--- src/rtl/mcoi_gbt_cmd_decoder.sv ---
// GBT RX command decoder: header lock FSM, CRC/sequence checks and a command FIFO presented as valid/ready writes.
// Optional macro GBT_CMD_CRC_CHECK_EN enables the CRC-8 check of data[7:0]; when undefined every frame is CRC-OK.
module mcoi_gbt_cmd_decoder #(
  parameter int         FIFO_DEPTH = 8,
  parameter int         LOCK_CNT   = 4,
  parameter int         UNLOCK_CNT = 4,
  parameter logic [7:0] HEADER     = 8'hA5
) (
  input  logic        clk_ik,
  input  logic        rstn_ir,
  input  logic        rx_ready_i,
  input  logic        frame_valid_i,
  input  logic [83:0] frame_i,
  output logic        cmd_valid_o,
  input  logic        cmd_ready_i,
  output logic [7:0]  cmd_addr_o,
  output logic [31:0] cmd_data_o,
  output logic        locked_o,
  output logic [15:0] crc_err_cnt_o,
  output logic [15:0] seq_err_cnt_o,
  output logic [15:0] drop_cnt_o
);

  localparam int AW      = (FIFO_DEPTH > 1) ? $clog2(FIFO_DEPTH) : 1;
  localparam int CW      = AW + 1;
  localparam int NUM_CNT = 2;

  typedef enum logic {HUNT, LOCKED} state_t;

  state_t        state_reg, state_next;
  logic [7:0]    run_reg, run_next;
  logic          stage_valid_reg;
  logic [79:0]   stage_data_reg;
  logic          seq_valid_reg;
  logic [7:0]    expected_reg;
  logic [39:0]   mem [FIFO_DEPTH];
  logic [AW-1:0] wr_ptr_reg, rd_ptr_reg;
  logic [CW-1:0] count_reg;

  logic          hdr_ok, crc_ok, decode, crc_fail, is_write, seq_bad;
  logic          pop, full, push_ok, drop;
  logic [39:0]   head;
  logic [NUM_CNT-1:0] cnt_inc;
  logic          unused_bits;

  // Frame stage: everything downstream works on the registered copy.
  always_ff @(posedge clk_ik) begin
    if (!rstn_ir) begin
      stage_valid_reg <= 1'b0;
      stage_data_reg  <= '0;
    end else begin
      stage_valid_reg <= frame_valid_i & rx_ready_i;
      stage_data_reg  <= frame_i[79:0];
    end
  end

`ifdef GBT_CMD_CRC_CHECK_EN
  function automatic logic [7:0] crc8(input logic [71:0] d);
    logic [7:0] c;
    logic       fb;
    c = 8'h00;
    for (int i = 71; i >= 0; i--) begin
      fb = c[7] ^ d[i];
      c  = {c[6:0], 1'b0} ^ (fb ? 8'h07 : 8'h00);
    end
    return c;
  endfunction

  assign crc_ok = (crc8(stage_data_reg[79:8]) == stage_data_reg[7:0]);
`else
  assign crc_ok = 1'b1;
`endif

  assign hdr_ok   = (stage_data_reg[79:72] == HEADER);
  assign decode   = stage_valid_reg & rx_ready_i & (state_reg == LOCKED) & hdr_ok;
  assign crc_fail = decode & ~crc_ok;
  assign is_write = decode & crc_ok & (stage_data_reg[63:56] == 8'h01);
  assign seq_bad  = is_write & seq_valid_reg & (stage_data_reg[71:64] != expected_reg);

  always_ff @(posedge clk_ik) begin
    if (!rstn_ir) begin
      state_reg <= HUNT;
      run_reg   <= '0;
    end else begin
      state_reg <= state_next;
      run_reg   <= run_next;
    end
  end

  // run_reg counts good headers in HUNT and bad headers in LOCKED.
  always_comb begin
    state_next = state_reg;
    run_next   = run_reg;
    if (!rx_ready_i) begin
      state_next = HUNT;
      run_next   = '0;
    end else if (stage_valid_reg) begin
      case (state_reg)
        HUNT: begin
          if (!hdr_ok) begin
            run_next = '0;
          end else if (run_reg == 8'(LOCK_CNT - 1)) begin
            state_next = LOCKED;
            run_next   = '0;
          end else begin
            run_next = run_reg + 8'd1;
          end
        end
        LOCKED: begin
          if (hdr_ok) begin
            run_next = '0;
          end else if (run_reg == 8'(UNLOCK_CNT - 1)) begin
            state_next = HUNT;
            run_next   = '0;
          end else begin
            run_next = run_reg + 8'd1;
          end
        end
        default: begin
          state_next = HUNT;
          run_next   = '0;
        end
      endcase
    end
  end

  always_ff @(posedge clk_ik) begin
    if (!rstn_ir) begin
      seq_valid_reg <= 1'b0;
      expected_reg  <= '0;
    end else if (!rx_ready_i) begin
      seq_valid_reg <= 1'b0;
    end else if (is_write) begin
      seq_valid_reg <= 1'b1;
      expected_reg  <= stage_data_reg[71:64] + 8'd1;
    end
  end

  // A push into a full FIFO still lands when the head is popped in the same cycle.
  assign cmd_valid_o = (count_reg != '0);
  assign pop         = cmd_valid_o & cmd_ready_i;
  assign full        = (count_reg == CW'(FIFO_DEPTH));
  assign push_ok     = is_write & (~full | pop);
  assign drop        = is_write & full & ~pop;

  always_ff @(posedge clk_ik) begin
    if (push_ok) mem[wr_ptr_reg] <= stage_data_reg[55:16];
  end

  always_ff @(posedge clk_ik) begin
    if (!rstn_ir) begin
      wr_ptr_reg <= '0;
      rd_ptr_reg <= '0;
      count_reg  <= '0;
    end else begin
      if (push_ok) wr_ptr_reg <= wr_ptr_reg + AW'(1);
      if (pop)     rd_ptr_reg <= rd_ptr_reg + AW'(1);
      count_reg <= count_reg + CW'(push_ok) - CW'(pop);
    end
  end

  assign head       = mem[rd_ptr_reg];
  assign cmd_addr_o = cmd_valid_o ? head[39:32] : 8'h00;
  assign cmd_data_o = cmd_valid_o ? head[31:0]  : 32'h0;
  assign locked_o   = (state_reg == LOCKED);

  assign cnt_inc = {drop, seq_bad};

  generate
    for (genvar gi = 0; gi < NUM_CNT; gi++) begin : g_cnt
      logic [15:0] cnt_reg;
      always_ff @(posedge clk_ik) begin
        if (!rstn_ir) begin
          cnt_reg <= '0;
        end else if (cnt_inc[gi] && (cnt_reg != 16'hFFFF)) begin
          cnt_reg <= cnt_reg + 16'd1;
        end
      end
    end
  endgenerate

  assign seq_err_cnt_o = g_cnt[0].cnt_reg;
  assign drop_cnt_o    = g_cnt[1].cnt_reg;

`ifdef GBT_CMD_CRC_CHECK_EN
  logic [15:0] crc_cnt_reg;
  always_ff @(posedge clk_ik) begin
    if (!rstn_ir) begin
      crc_cnt_reg <= '0;
    end else if (crc_fail && (crc_cnt_reg != 16'hFFFF)) begin
      crc_cnt_reg <= crc_cnt_reg + 16'd1;
    end
  end
  assign crc_err_cnt_o = crc_cnt_reg;
`else
  assign crc_err_cnt_o = 16'h0000;
`endif

  // sc/ic and the reserved byte are carried but never decoded.
  assign unused_bits = ^{frame_i[83:80], stage_data_reg[15:0], crc_fail};

endmodule

--- config.mk ---
export PLATFORM = sky130hd
export DESIGN_NAME = mcoi_gbt_cmd_decoder
export DESIGN_NICKNAME = d
export VERILOG_FILES = /design/src/rtl/mcoi_gbt_cmd_decoder.sv
export SDC_FILE = /design/constraint.sdc
export NUM_CORES = 1
export LEC_CHECK = 0
export CORE_ASPECT_RATIO = 0.8
export CORE_UTILIZATION = 56
export CTS_CLUSTER_SIZE = 28
export DETAILED_ROUTE_END_ITERATION = 10
export PLACE_DENSITY = 0.79
export SLEW_MARGIN = 20
export SYNTH_ARGS = -nofsm -noshare
export SYNTH_HDL_FRONTEND = slang
export SYNTH_SLANG_ARGS = --single-unit
--- constraint.sdc ---
create_clock -name clk_ik -period 8.5 [get_ports clk_ik]
set_input_delay 1.7 -clock clk_ik [delete_from_list [all_inputs] [get_ports clk_ik]]
set_output_delay 1.7 -clock clk_ik [all_outputs]
set_load 0.03 [all_outputs]
==> summary.txt, run 1 <==
Route
  – Post-route ant nets: 0
  – Vias per inst: 5.50
  – Vias: around 9,100
  – DR pass1 iterations: 7
  – Detailed-route wire length per cell: between 15 and 20 um
  – Iter 0 DRT Violations: 554
  – Total Wirelength: 32,500 um
  – Post-route DRC: 0

Worst setup path
  – Crit path largest cell delay: a little over 0.9 ns
  – Reg2Reg Depth: 6
  – Nature of the critical path endpoint: primary output
  – CP Launch Type: flop
  – Crit path max-delay cell type: dfxtp_4
  – Buffers & Inverters on Critical Path: 2
  – CP Depth: 5
  – Crit-path max FO: 44
  – Family with the most delay on the worst path: buffers and inverters
  – CP Data Arrival Time: ~3.8 ns
  – CP required: about 7 ns
  – WS Path Type: flop to primary output
  – CP cell instances: buf_4, mux4_2, mux2i_1, nor2_1, clkdlybuf4s50_1

Placement
  – Post-DP HPWL: between 15,000 and 20,000 um
  – Placed Cells: about 1,600
  – RD Place Congestion: between 0.8 and 0.9
  – Port Buffers: roughly 140
  – Setup Slack @ Placement: 3.44 ns

STA
  – Pins Over Slew Limit: 0
  – Clock period minus worst slack: about 5.5 ns
  – Final Hold Fails: 0
  – Max frequency: approximately 180 MHz
  – Max_slew headroom: between 20% and 30%
  – Final Cycle Share: between 60% and 70%
  – Skew final: about 0.029 ns
  – Endpoints failing setup: 0
  – Setup tns final: 0 ns
  – RSZ-0062 raised after global routing: false
  – Slew @ Worst Pin: roughly 1.1 ns
  – Fin worst setup slack: 3.03 ns

Synthesis
  – Avg Inst Size Synth: between 15 and 20 um^2
  – Flops & latches, synth: 448
  – Netlist cell types: 47
  – Mapped Cells: between 1,000 and 1,500
  – Post-synth EDFFs: 320
  – Sequential cell area fraction in the yosys report: 70.6%
  – Ys async rst share: 0%
  – Synth warnings: 0
  – Post-synthesis cell area: 17,200 um^2
  – Top FF cell, synth: edfxtp_1

Worst hold path
  – Hold path depth: 2
  – Hold Crit Class: flop to flop

Clock network
  – Postcts setup bufs: 0
  – CTS Hold Bufs: 0
  – Clock tree buffer depth: 3
  – H-tree depth: 2
  – Clock Pin Slew Worst Setup and Hold Paths: ~0.06 ns
  – TritonCTS clock tree: built
  – Worst skew pair latency: roughly 0.55 ns
  – Root Buffer: clkbuf_16
  – CTS Buf Count: 43
  – Clk sinks: roughly 450
  – Post-CTS sizing: 0

Power and ir drop
  – Leak: about 0.0071 uW
  – VDD IR max: around 0.23 mV
  – Pwr dens: around 260 nW/um^2

GRT
  – Remaining Overflow, GRT: 0
  – Initial antenna violation count: 0
  – GR Util All Layers: a little over a fifth
  – First-pass GRT wire length: 51,100 um
  – Largest net degree at the start of global routing: slightly below 90
  – Vias in the first global route: roughly 9,200

Floorplan
  – Starting Density: a little under three fifths
  – I/O Pins: ~180
  – Die area: 31,500 um^2
  – Std-Cell Rows: 57
  – Die Y: 159 um
  – Core ar.: around 30,000 um^2
  – Die Width: roughly 200 um

Final layout
  – Layout area overhead: 18.7%
  – Largest register FFs: 320
  – Cell Count, Final, Fillers Out: around 1,700
  – N_diodes: 0
  – Layout cells sized above 1: around 14%
  – NumNets Final: ~1,300
  – Final Util: 67.5%

Run status
  – Outcome: completed

Flow run
  – Max Cap Viol: 0
-- cell usage after synthesis, types with 13 or more instances --
cell type  instances  area [um^2]
mux2i_1           48          480
nand3_1           24          120
xnor2_1           16          140
xor2_1            30          263
nand2_1           48          180
inv_1             13         48.8
nor3_1            16         80.1
edfxtp_1         320         9610
nor2_1            61          229
buf_4             16          120
mux4_2            80         1800
and2_1            96          601
dfxtp_1          128         2560
clkbuf_1          32          120
-- report_power, final --
group	leakage, uW	switching, uW	internal (uW)	total, uW
Clock	0.000643	779	1030	1810
Combinational	0.00222	598	539	1140
Sequential	0.00428	97.3	2370	2470
Total	0.00715	1470	3940	5410
-- placed cells by master (no fill, tap or decap), drive strengths merged, types with 24 or more instances in the layout --
| cell | netlist | layout |
|---|---|---|
| clkdlybuf4s50 | 0 | 141 |
| edfxtp | 320 | 320 |
| mux2i | 48 | 48 |
| nor2 | 61 | 61 |
| and2 | 96 | 96 |
| nand2 | 48 | 48 |
| clkbuf | 32 | 56 |
| dfxtp | 128 | 128 |
| nand3 | 24 | 24 |
| mux4 | 80 | 80 |
| xor2 | 30 | 30 |
-- worst min-delay path, cell delays in order (launching register included) --
cell      delay [ns]
dfxtp_1         0.32
nand2_1         0.05
a21boi_0        0.06
-- cell families after synthesis --
logic type,Yosys count,synth area share (%)
compound gates,30,1.16
xor+xnor,46,2.34
fa+ha+maj,12,0.915
buf+inv,77,2.11
flops,448,70.6
mux,128,13.2
other cells,1,0.0218
simple gates,307,9.60
-- through the flow --
step | power [uW] | area, um^2 | hold WS, ns
2_1_floorplan | 3270 | 17300 | 0.430
3_3_place_gp | 3650 | 19100 | 0.446
3_5_place_dp | 3670 | 19100 | 0.476
4_1_cts | 5470 | 20500 | 0.482
5_1_grt | 5620 | 20500 | 0.511
6_report | 5410 | 20500 | 0.482
-- per-layer routing --
metal | routed length (um) | share of wire, % | track usage, %
met3 | 1900 | 5.8 | 3.06
met1 | 14100 | 43 | 30.0
met4 | 688 | 2.1 | 6.34
met5 | 0 | 0 | 0
met2 | 15800 | 49 | 35.0
-- path summary, 6_finish.rpt --
kind / slack [ns] / from / endpoint
setup / recovery: 3.03 / flop / cmd_addr_o[2]
hold / removal: 0.48 / expected_reg[6] / expected_reg[6]
setup reg to reg: 5.05 / stage_data_reg[75] / mem[7][39]
hold reg to reg: 0.48 / expected_reg[6] / expected_reg[6]
-- cell type report --
class / instances / area (um^2)
clock buffer: 56 / 1160
clock inverter: 23 / 185
fill: 2068 / 9850
inverter: 13 / 48.8
multi-input combinational: 539 / 4810
sequential: 448 / 12200
tap: 413 / 517
timing repair buffer: 160 / 1550
No activity file was read; power rests on OpenSTA's default activity.
==> inputs of run 2 (changes only) <==
--- a/config.mk
+++ b/config.mk
@@ -6,10 +6,10 @@
 export NUM_CORES = 1
 export LEC_CHECK = 0
 export CORE_ASPECT_RATIO = 0.8
-export CORE_UTILIZATION = 56
+export CORE_UTILIZATION = 51
 export CTS_CLUSTER_SIZE = 28
 export DETAILED_ROUTE_END_ITERATION = 10
-export PLACE_DENSITY = 0.79
+export PLACE_DENSITY = 0.76
 export SLEW_MARGIN = 20
 export SYNTH_ARGS = -nofsm -noshare
 export SYNTH_HDL_FRONTEND = slang
==> constraint.sdc (replaced) <==
create_clock -name clk_ik -period 5 [get_ports clk_ik]
set_input_delay 1 -clock clk_ik [delete_from_list [all_inputs] [get_ports clk_ik]]
set_output_delay 1 -clock clk_ik [all_outputs]
set_load 0.03 [all_outputs]
==> summary.txt, run 2 (synthesis gave the netlist of run 1 again) <==
Final layout
  – Cell Count, Final, Fillers Out: 1,665 (was 1,652)
  – Most common cell after layout, fill and taps aside: edfxtp_1 (unchanged)
  – Layout area overhead: 19.4% (was 18.7%)
  – NumNets Final: 1,304 (was 1,306)
  – Commonest non-fill, non-tap cells in the layout: edfxtp_1 (320), clkdlybuf4s50_1 (141), dfxtp_1 (125), and2_1 (95), mux4_2 (80) (unchanged)
  – Largest register FFs: 320 (unchanged)
  – Final Cell Area: 20,600 um^2 (was 20,500 um^2)
  – N_diodes: 0 (unchanged)
  – Layout cells sized above 1: 14.7% (was 14.2%)

Worst setup path
  – WS Path Type: flop to primary output (unchanged)
  – Nature of the critical path endpoint: primary output (unchanged)
  – R2R setup slack: 1.60 ns (was 5.05 ns)
  – CP Launch Type: flop (unchanged)
  – CP required: 4.00 ns (was 6.80 ns)
  – Crit-path max FO: 28 (was 44)
  – CP Data Arrival Time: 3.01 ns (was 3.77 ns)

STA
  – Max frequency: about 250 MHz
  – Endpoints failing setup: 0 (unchanged)
  – Clock period minus worst slack: approximately 4 ns
  – Slew @ Worst Pin: 0.848 ns (was 1.13 ns)
  – Setup tns final: 0 ns (unchanged)
  – Final Hold Fails: 0 (unchanged)
  – Max_slew headroom: 43.5% (was 24.9%)
  – Skew final: 0.0207 ns (was 0.0292 ns)
  – Pins Over Slew Limit: 0 (unchanged)
  – Fin worst setup slack: 0.987 ns (was 3.03 ns)
  – Final Cycle Share: 80.3%
  – RSZ-0062 raised after global routing: false (unchanged)

Clock network
  – Clock tree buffer depth: 3 (unchanged)
  – CTS Hold Bufs: 0 (unchanged)
  – H-tree depth: 2 (unchanged)
  – Postcts setup bufs: 0 (unchanged)
  – Root Buffer: clkbuf_16 (unchanged)
  – Worst skew pair latency: 0.55 ns (about the same)
  – Clock Pin Slew Worst Setup and Hold Paths: 0.06 ns (about the same)
  – CTS Buf Count: 43 (unchanged)
  – Post-CTS sizing: 0 (unchanged)
  – Clk sinks: 448 (unchanged)
  – TritonCTS clock tree: built (unchanged)

Placement
  – Post-DP HPWL: 18,800 um (was 18,900 um)
  – RD Place Congestion: 0.839 (was 0.843)
  – Setup Slack @ Placement: 0.833 ns (was 3.44 ns)
  – Area post-placement: 19,200 um^2 (was 19,100 um^2)
  – Placed Cells: 1,585 (was 1,573)
  – Port Buffers: 142 (unchanged)

Floorplan
  – Die Y: 166 um (was 159 um)
  – Starting Density: 52.4% (was 56.9%)
  – Std-Cell Rows: 59 (was 57)
  – I/O Pins: 179 (unchanged)
  – Die area: 34,500 um^2 (was 31,500 um^2)
  – Core ar.: 32,900 um^2 (was 30,300 um^2)
  – Die Width: 208 um (was 198 um)

Route
  – Post-route DRC: 0 (unchanged)
  – Total Wirelength: 33,500 um (was 32,500 um)
  – Iter 0 DRT Violations: 601 (was 554)
  – DR pass1 iterations: 5 (was 7)
  – Detailed-route wire length per cell: 20.1 um (was 19.7 um)
  – Vias: 9,141 (was 9,088)
  – Vias per inst: 5.49 (was 5.50)
  – Post-route ant nets: 0 (unchanged)

Run status
  – Outcome: completed (unchanged)

GRT
  – Initial antenna violation count: 0 (unchanged)
  – First-pass GRT wire length: 52,200 um (was 51,100 um)
  – Vias in the first global route: 9,321 (was 9,171)
  – GR Util All Layers: 19.8% (was 21.4%)
  – Largest net degree at the start of global routing: 98 (was 88)
  – Remaining Overflow, GRT: 0 (unchanged)

Power and ir drop
  – Leak: 0.00721 uW (was 0.00715 uW)
  – VDD IR max: 0.309 mV (was 0.232 mV)
  – Pwr dens: 455 nW/um^2 (was 265 nW/um^2)
  – Total chip power: 9360 uW (was 5410 uW)

Worst hold path
  – Hold Crit Class: flop to flop (unchanged)

Flow run
  – Max Cap Viol: 0 (unchanged)
## run 2: cell count changes in the layout (fill, tap and decap cells not counted), sizes merged
| cell | before | now |
|---|---|---|
| buf | 19 | 17 |
| clkbuf | 56 | 61 |
| clkinv | 16 | 15 |
| clkinvlp | 5 | 0 |
| inv | 13 | 15 |
## run 2: routing by layer
layer / part of all wire [%] / track usage, % / up-vias
met1: 45 / 27.5 / 4650
met4: 1.8 / 5.22 / 0
li1: - / - / 4211
met5: 0 / 0 / -
met3: 4.3 / 3.13 / 55
met2: 49 / 32.7 / 225
## run 2: power by group
group	internal (uW)	total [uW]	switching [uW]
sequential	4030	4170	145
clock	1850	3190	1340
combinational	949	1990	1040
## run 2: area by class of cell
| type | count | area (um^2) |
|---|---|---|
| clock buffers | 61 | 1250 |
| clock inverters | 19 | 160 |
| fillers | 2350 | 12300 |
| inverters | 13 | 48.8 |
| multi-input cells | 539 | 4830 |
| flip-flops and latches | 448 | 12200 |
| well taps | 427 | 534 |
| repair buffers | 158 | 1580 |
## run 2: path summary, 6_finish.rpt
kind / startpoint / to / depth (start not counted)
worst min-delay path: seq_valid_reg / seq_valid_reg / 2
worst max register to register: stage_data_reg[75] / mem[2][26] / 6
worst max-delay path: flop / cmd_data_o[30] / 5
worst min register to register: seq_valid_reg / seq_valid_reg / 2
## run 2: through the flow
stage,hold WS (ns),util [%]
4_1_cts,0.460,62.5
5_1_grt,0.469,62.5
6_report,0.456,62.5
2_1_floorplan,0.430,-
3_5_place_dp,0.450,58.2
3_3_place_gp,0.446,58.2
## run 2: critical path, stage by stage, from the launching register on
cell             delay (ns)
dfxtp_4                0.71
buf_12                 0.32
mux4_2                 0.55
mux2i_1                0.21
nor2_1                 0.06
clkdlybuf4s50_1        0.62
==> inputs of run 3 (changes only) <==
--- a/config.mk
+++ b/config.mk
@@ -6,10 +6,10 @@
 export NUM_CORES = 1
 export LEC_CHECK = 0
 export CORE_ASPECT_RATIO = 0.8
-export CORE_UTILIZATION = 51
+export CORE_UTILIZATION = 56
 export CTS_CLUSTER_SIZE = 28
 export DETAILED_ROUTE_END_ITERATION = 10
-export PLACE_DENSITY = 0.76
+export PLACE_DENSITY = 0.79
 export SLEW_MARGIN = 20
 export SYNTH_ARGS = -nofsm -noshare
 export SYNTH_HDL_FRONTEND = slang
==> constraint.sdc (replaced) <==
create_clock -name clk_ik -period 4.2 [get_ports clk_ik]
set_input_delay 0.84 -clock clk_ik [delete_from_list [all_inputs] [get_ports clk_ik]]
set_output_delay 0.84 -clock clk_ik [all_outputs]
set_load 0.03 [all_outputs]
==> summary.txt, run 3 (synthesis gave the netlist of run 1 again) <==
STA
  – Max_slew headroom: 58.7% (was 43.5%)
  – Final Hold Fails: 0 (unchanged)
  – Setup tns final: 0 ns (unchanged)
  – RSZ-0062 raised after global routing: false (unchanged)
  – Pins Over Slew Limit: 0 (unchanged)
  – Max frequency: approximately 260 MHz
  – Endpoints failing setup: 0 (unchanged)
  – Slew @ Worst Pin: 0.620 ns (was 0.848 ns)
  – Hold WS: 0.475 ns (was 0.456 ns)
  – Final Cycle Share: 89.9%
  – Skew final: 0.0200 ns (was 0.0207 ns)
  – Clock period minus worst slack: roughly 3.8 ns

Clock network
  – Clk sinks: 448 (unchanged)
  – CTS Hold Bufs: 0 (unchanged)
  – Worst skew pair latency: 0.55 ns (about the same)
  – H-tree depth: 2 (unchanged)
  – CTS Buf Count: 42 (was 43)
  – Postcts setup bufs: 0 (unchanged)
  – TritonCTS clock tree: built (unchanged)
  – Clock Pin Slew Worst Setup and Hold Paths: 0.06 ns (about the same)
  – Clock tree buffer depth: 3 (unchanged)
  – Root Buffer: clkbuf_16 (unchanged)
  – Post-CTS sizing: 0 (unchanged)

Final layout
  – Layout area overhead: 20.1% (was 19.4%)
  – Fillcell total: 1,998 (was 2,350)
  – Reg area: 12,200 um^2 (unchanged)
  – NumNets Final: 1,308 (was 1,304)
  – Footprint of the multi-input gates: 4840 um^2 (was 4830 um^2)
  – Most common cell after layout, fill and taps aside: edfxtp_1 (unchanged)
  – N_diodes: 0 (unchanged)
  – Final Util: 68.3% (was 62.5%)
  – Commonest non-fill, non-tap cells in the layout: edfxtp_1 (320), clkdlybuf4s50_1 (141), dfxtp_1 (125), and2_1 (95), mux4_2 (80) (unchanged)
  – Largest register FFs: 320 (unchanged)
  – Layout cells sized above 1: 14.3% (was 14.7%)

Route
  – DR pass1 iterations: 5 (unchanged)
  – Post-route ant nets: 0 (unchanged)
  – Total Wirelength: 33,300 um (was 33,500 um)
  – Iter 0 DRT Violations: 629 (was 601)
  – Vias: 9,084 (was 9,141)
  – Vias per inst: 5.50 (was 5.49)
  – Detailed-route wire length per cell: 20.1 um (about the same)
  – Post-route DRC: 0 (unchanged)

Worst setup path
  – Crit path largest cell delay: 0.63 ns (was 0.71 ns)
  – CP Data Arrival Time: 2.94 ns (was 3.01 ns)
  – CP required: 3.36 ns (was 4.00 ns)
  – WS Path Type: flop to primary output (unchanged)
  – R2R setup slack: 1.27 ns (was 1.60 ns)
  – CP Launch Type: flop (unchanged)
  – CP cell instances: buf_4, mux4_2, mux2i_1, nor2_1, clkdlybuf4s50_1 (was buf_12, mux4_2, mux2i_1, nor2_1, clkdlybuf4s50_1)
  – Crit path max-delay cell type: clkdlybuf4s50_1 (was dfxtp_4)
  – Nature of the critical path endpoint: primary output (unchanged)
  – Crit-path max FO: 15 (was 28)

Flow run
  – Max Cap Viol: 0 (unchanged)

Placement
  – Port Buffers: 142 (unchanged)
  – Post-DP HPWL: 18,600 um (was 18,800 um)
  – RD Place Congestion: 0.819 (was 0.839)

Floorplan
  – Starting Density: 56.9% (was 52.4%)
  – Core ar.: 30,300 um^2 (was 32,900 um^2)
  – Die area: 31,500 um^2 (was 34,500 um^2)
  – I/O Pins: 179 (unchanged)
  – Die Width: 198 um (was 208 um)
  – Std-Cell Rows: 57 (was 59)
  – Die Y: 159 um (was 166 um)

Power and ir drop
  – Total chip power: 11,200 uW (was 9360 uW)
  – Leak: 0.00723 uW (was 0.00721 uW)
  – VDD IR max: 0.397 mV (was 0.309 mV)
  – Pwr dens: 539 nW/um^2 (was 455 nW/um^2)

Run status
  – Outcome: completed (unchanged)

GRT
  – Largest net degree at the start of global routing: 47 (was 98)
  – First-pass GRT wire length: 52,400 um (was 52,200 um)
  – Initial antenna violation count: 0 (unchanged)
  – Vias in the first global route: 9,377 (was 9,321)
  – Remaining Overflow, GRT: 0 (unchanged)
  – GR Util All Layers: 22.1% (was 19.8%)

Worst hold path
  – Hold Crit Class: flop to flop (unchanged)
-- run 3: where the power goes --
part | switching [uW] | internal [uW] | leakage, uW
Clock | 1540 | 2240 | 0.000677
Combinational | 1300 | 1150 | 0.00227
Sequential | 135 | 4790 | 0.00428
-- run 3: final cells by class --
cell class                 instances  area share [%]
multi-input combinational        539            23.4
clock inverter                    15           0.840
timing repair buffer             163            8.34
inverter                          13           0.236
sequential                       448            58.9
tap                              413            2.50
clock buffer                      62            5.85
-- run 3: routing by layer --
layer	up-vias	GRT usage (%)	share of wire, %
met3	44	3.27	4.9
met4	0	5.95	1.7
met2	225	37.0	51
li1	4220	-	-
met5	-	0	0
met1	4595	30.3	43
-- run 3: critical path: cells and delay by family, from the launching register on --
family / cells / cell delay (ns)
and+or+nand+nor: 1 / 0.09
muxes: 2 / 0.77
DFF: 1 / 0.57
buffers and inverters: 2 / 0.96
-- run 3: metrics by stage --
stage               setup WS [ns]  std cells  instance area [um^2]
floorplan                  -0.855       1064                 17300
global placement            0.798       1576                 19300
detailed placement          0.717       1576                 19300
CTS                         0.346       1653                 20700
global route                0.266       1653                 20700
finish                      0.423       1653                 20700
-- run 3: path summary, 6_finish.rpt --
check | start | end | depth (start not counted)
min | expected_reg[1] | expected_reg[1] | 2
min reg2reg | expected_reg[1] | expected_reg[1] | 2
max | flop | cmd_data_o[13] | 5
max reg2reg | count_reg[2] | count_reg[2] | 12
